--- src/rtl/seg_arb_pkg.sv ---
// Shared types and widths for the seven-segment display arbiter.
package seg_arb_pkg;

    localparam int unsigned DISP_W = 16;

    typedef logic [DISP_W-1:0] disp_word_t;

    typedef enum logic {
        IDLE = 1'b0,
        SLOT = 1'b1
    } seg_arb_state_t;

endpackage : seg_arb_pkg

--- src/rtl/rr_picker.sv ---
// Combinational round-robin select: first set request searching upward
// from last+1, wrapping around to last itself.
module rr_picker #(
    parameter  int unsigned N_REQ = 4,
    localparam int unsigned IDX_W = $clog2(N_REQ)
) (
    input  logic [N_REQ-1:0] req,
    input  logic [IDX_W-1:0] last,
    output logic             found,
    output logic [IDX_W-1:0] idx
);

    int unsigned pos;

    // Scan from the farthest offset down to the nearest so the nearest hit wins.
    always_comb begin
        found = 1'b0;
        idx   = '0;
        pos   = 0;
        for (int unsigned k = 0; k < N_REQ; k++) begin
            pos = (32'(last) + N_REQ - k) % N_REQ;
            if (req[IDX_W'(pos)]) begin
                found = 1'b1;
                idx   = IDX_W'(pos);
            end
        end
    end

endmodule : rr_picker

--- src/rtl/seg_display_arbiter.sv ---
// Round-robin time-sharing of the 16-bit seven-segment display word among
// N_REQ requesters, one fixed-length slot per grant.
// Optional macro SEG_ARB_LIVE_EN: reload disp_data from the owner's word
// every slot cycle instead of capturing it only at slot start.
module seg_display_arbiter
    import seg_arb_pkg::*;
#(
    parameter  int unsigned N_REQ       = 4,
    parameter  int unsigned HOLD_CYCLES = 50_000_000,
    localparam int unsigned IDX_W       = $clog2(N_REQ)
) (
    input  logic             clk,
    input  logic             rst_n,
    input  logic [N_REQ-1:0] req,
    input  disp_word_t       req_data [N_REQ],
    output logic [N_REQ-1:0] grant,
    output logic [N_REQ-1:0] done,
    output disp_word_t       disp_data,
    output logic [IDX_W-1:0] disp_src,
    output logic             busy
);

    localparam int unsigned      CNT_W    = $clog2(HOLD_CYCLES + 1);
    localparam logic [CNT_W-1:0] CNT_LAST = CNT_W'(HOLD_CYCLES - 1);

    seg_arb_state_t   state;
    logic [CNT_W-1:0] cnt;
    logic [IDX_W-1:0] last;
    logic             pick_found;
    logic [IDX_W-1:0] pick_idx;

    rr_picker #(
        .N_REQ (N_REQ)
    ) u_picker (
        .req   (req),
        .last  (last),
        .found (pick_found),
        .idx   (pick_idx)
    );

    // Slot FSM; disp_src doubles as the current owner index while in SLOT.
    always_ff @(posedge clk or negedge rst_n) begin
        if (!rst_n) begin
            state     <= IDLE;
            cnt       <= '0;
            last      <= IDX_W'(N_REQ - 1);
            grant     <= '0;
            done      <= '0;
            disp_data <= '0;
            disp_src  <= '0;
            busy      <= 1'b0;
        end else begin
            done <= '0;
            unique case (state)
                IDLE: begin
                    if (pick_found) begin
                        state     <= SLOT;
                        cnt       <= '0;
                        last      <= pick_idx;
                        grant     <= N_REQ'(1) << pick_idx;
                        disp_src  <= pick_idx;
                        disp_data <= req_data[pick_idx];
                        busy      <= 1'b1;
                    end
                end
                SLOT: begin
                    if (!req[disp_src]) begin
                        // Owner withdrew: abort without done, arbitrate next edge.
                        state <= IDLE;
                        cnt   <= '0;
                        grant <= '0;
                        busy  <= 1'b0;
                    end else if (cnt == CNT_LAST) begin
                        done[disp_src] <= 1'b1;
                        if (pick_found) begin
                            cnt       <= '0;
                            last      <= pick_idx;
                            grant     <= N_REQ'(1) << pick_idx;
                            disp_src  <= pick_idx;
                            disp_data <= req_data[pick_idx];
                        end else begin
                            state <= IDLE;
                            cnt   <= '0;
                            grant <= '0;
                            busy  <= 1'b0;
                        end
                    end else begin
                        cnt <= cnt + CNT_W'(1);
`ifdef SEG_ARB_LIVE_EN
                        disp_data <= req_data[disp_src];
`endif
                    end
                end
                default: begin
                    state <= IDLE;
                    grant <= '0;
                    busy  <= 1'b0;
                end
            endcase
        end
    end

endmodule : seg_display_arbiter

--- config.mk ---
export PLATFORM = sky130hd
export DESIGN_NAME = seg_display_arbiter
export DESIGN_NICKNAME = d
export VERILOG_FILES = /design/src/rtl/seg_arb_pkg.sv /design/src/rtl/rr_picker.sv /design/src/rtl/seg_display_arbiter.sv
export SDC_FILE = /design/constraint.sdc
export NUM_CORES = 1
export LEC_CHECK = 0
export CORE_ASPECT_RATIO = 1.1
export CORE_MARGIN = 2
export CORE_UTILIZATION = 47
export CTS_CLUSTER_DIAMETER = 80
export DETAILED_ROUTE_END_ITERATION = 7
export GPL_TIMING_DRIVEN = 0
export PLACE_DENSITY = 0.8
export SKIP_LAST_GASP = 1
export SLEW_MARGIN = 30
export SYNTH_ARGS = -nofsm -noshare
export SYNTH_HDL_FRONTEND = slang
export SYNTH_SLANG_ARGS = --single-unit
--- constraint.sdc ---
create_clock -name clk -period 2.5 [get_ports clk]
set_clock_uncertainty 0.15 [all_clocks]
set_input_delay 0.5 -clock clk [delete_from_list [all_inputs] [get_ports clk]]
set_output_delay 0.5 -clock clk [all_outputs]
set_load 0.01 [all_outputs]
==> run summary <==
Traced cell by cell, the critical path runs through clkdlybuf4s50_1 > mux4_2 > nand2_2 > a21oi_2 > nor2_2 > buf_2 > nor3_1. The tools report the net count after synthesis as 413. The utilization after layout was 0.669.

The endpoint identified for the worst register-to-register timing path is last[1]. Max-cap violations in this run came to 0. Static timing analysis puts the maximum clock frequency at 423 MHz.

The starting density of the core was 0.485. Fraction of final layout cells with drive strength greater than 1: 0.0991. The worst hold path belongs to the class reg -> reg. The first detailed-routing pass ran for 4 iterations. Leading cell type in the layout, fill and taps excluded: clkdlybuf4s50_1. The width of the chip came out at 82.6 um. STA classifies the critical path startpoint as an input port. The final routed wire length divided by cell count was 15.8 um.

Counting the fill cells in the layout gives 551. The tools report the number of levels the H-tree was split into as 2. The tools report the mapped cell area as 3200 sq um. For this design, the sink count on the clock tree is 56. At the end of routability-driven placement, the weighted congestion stood at 0.828. The DRC marker count from the first detailed-route iteration was 132. The area share of the largest cell type after synthesis came out at 0.423. Proportion of register bits with asynchronous set or reset after synthesis: 1.00. The wire length of the first global-routing pass is 13,800 um, and the top-level port count is 97. The run gives 0.233 as the total track usage. The height of the die was 90.5 um; the remaining design rule violation count was 0. Cell area after layout: 4410 sq um. Final-report setup violation count: 0. In this run the worst path has a maximum fanout of 10. The run gives 3.76 mW as the post-route total power. In this run the critical register-to-register path is launched from cnt[9]. The number of cells traversed by the worst hold path is 1, and the antenna violation net count after detailed routing is 0.

STA puts the critical path data arrival time at 2.46 ns. The die covers 7480 sq um. The later-pin clock latency in the skew report is 0.31 ns. Global routing finished with a remaining overflow of 0. Library cell contributing the largest single delay on the critical path: clkdlybuf4s50_1.

In the post-synthesis netlist, the biggest area contributors are dfrtp_1, a21oi_1, and3_1, a21boi_0, a22oi_1. The relative slew slack is 0.619. The region available for standard cell placement spans 6590 sq um. The register-to-register setup slack was 0.13 ns.

The run gives 0 as the warning count from the yosys run. The tools report the total wirelength of the detailed-routed design as 8330 um. The worst setup path is of the in -> reg kind. The commonest register cell after synthesis was dfrtp_1.

The routed layout has 2,986 vias. Summed over all nets, the half-perimeter wirelength after detailed placement is 6430 um. The count of buffers added on input and output ports is 94. The origin of the worst min-delay path is cnt[6].

Clock tree synthesis inserted a total of 5 buffers. Final critical-path share of the clock period: 0.947. The number of buffers between clock root and the deepest sink was 2.

The tools report the initial antenna violation count as 0. The run gives 0 as the hold violation count in the final report. The actual transition at the worst max-transition pin was 0.571 ns.

The number of different library cells used by synthesis comes to 52. From synthesis to final layout, the design area changed by 37.9%. The number of cells produced by synthesis was 342; the clock-pin slew on the worst setup and hold paths was 0.10 ns. The minimum clock period after layout is 2.37 ns, and the final worst slack is 0.133 ns. The total negative slack was 0 ns; the number of enable flip-flop cells after synthesis was 0. The worst hold path terminates at cnt[6]. For the count of antenna diodes in the layout, the log shows 0. The largest area contributor in the synthesized netlist is dfrtp_1.

In the layout the commonest cells are clkdlybuf4s50_1, dfrtp_1, a21oi_1. The required time of the worst setup path is 2.59 ns, and the final layout net count is 514. The total power per unit cell area works out to 853 nW/um^2. The root buffer cell chosen for the clock tree is clkbuf_8.

The length in cells of the worst reg-to-reg path was 8; the worst stage delay on the critical path was 0.62 ns. TritonCTS built the clock tree. A synthesized cell averages 9.34 sq um.

The worst voltage drop across the vdd grid is 408 uV, and the via count normalized by instance count is 5.68. The pin count of the biggest net entering global routing was 37. Setup repair after global routing could not meet its margin everywhere. After floorplanning, the core was divided into 31 placement rows. The leakage power summed over all cells came out at 1.76 nW. The run finished with clean final reports.

For the sequential element share of the synthesized area, the log shows 0.439. The flip-flop and latch count after synthesis works out to 56. After detailed placement, the total cell area comes to 4260 sq um. Number of global-route vias before repair: 3,068. The logs give -0.445 ns for the worst slack at placement and 0 for the number of max-slew violations in the final report. The worst setup path is captured at a register.
[sequential cells by signal (all words and copies together), names as in the netlist]
register / count
disp_data: 16
grant: 4
busy: 1
done: 4
cnt: 26
state: 1
disp_src: 2
last: 2
[cell type report]
class	instances	area, sq um	area share
tap	82	103	0.0233
multi-input combinational	250	1660	0.378
sequential	56	1400	0.318
buffer	23	131	0.0298
timing repair buffer	97	976	0.221
clock inverter	3	23.8	0.00539
clock buffer	5	68.8	0.0156
inverter	10	37.5	0.00852
[worst max-delay path: cells and delay by family]
family	cells	cell delay, ns
buffers and inverters	2	0.82
and+or+nand+nor	3	0.42
AOI/OAI and AO/OA	1	0.36
muxes	1	0.35
[cells by family (layout without fill, tap and decap cells)]
group	count (synthesis)	count (layout)	share of synthesized area
XOR/XNOR	18	18	0.0493
flip-flops	56	56	0.439
AND/OR/NAND/NOR	105	105	0.182
buffers and inverters	36	138	0.0544
AO/OA/AOI/OAI	120	120	0.248
multiplexers	6	6	0.0235
adder cells (fa/ha/maj)	1	1	0.00391
[power breakdown]
group	total [mW]	internal, mW	switching [mW]
Combinational	1.92	0.922	0.998
Clock	0.504	0.199	0.305
Sequential	1.34	1.15	0.188
Total	3.76	2.27	1.49
[Yosys cell counts, drive strengths merged, types with 9 or more instances]
cell type,instances
nand3,10
clkbuf,18
xnor2,12
a21boi,17
nand2,9
a21oi,28
nor3,10
inv,10
dfrtp,54
and3,22
o21ai,21
a31oi,17
nor2,27
a22oi,17
[worst max path at each step]
stage                 start            end  slack, ns  depth (start not counted)
floorplan            req[2]        cnt[24]       0.27                          6
global placement      rst_n  disp_data[12]      -0.91                          1
detailed placement   req[1]        cnt[24]      -0.44                          7
CTS                 cnt[10]        last[1]      -0.01                          8
global route         req[1]  disp_data[14]     -0.007                          7
finish               req[1]        cnt[24]       0.13                          7
[repair_timing]
| item | 4_1_cts | 5_1_grt |
|---|---|---|
| endpoints found under the setup margin | 37 | 41 |
| setup buffers | 1 | 0 |
| resized for setup | 8 | 8 |
| hold buffers | 1 | 0 |
| hold endpoints to repair | 20 | 0 |
| pin swaps | 1 | 1 |
[through the flow]
stage	cells	hold WS, ns
final	526	0.349
after global routing	526	0.381
after CTS	528	0.346
after detailed placement	519	0.256
after global placement	518	0.318
after floorplan	342	0.0544
[metal layers]
metal | up-vias | track usage | part of all wire
li1 | 1461 | - | -
met1 | 1402 | 0.273 | 0.41
met2 | 107 | 0.417 | 0.51
met3 | 16 | 0.0480 | 0.057
met4 | 0 | 0.0710 | 0.019
met5 | - | 0 | 0
Power figures use the tool's default switching activity.
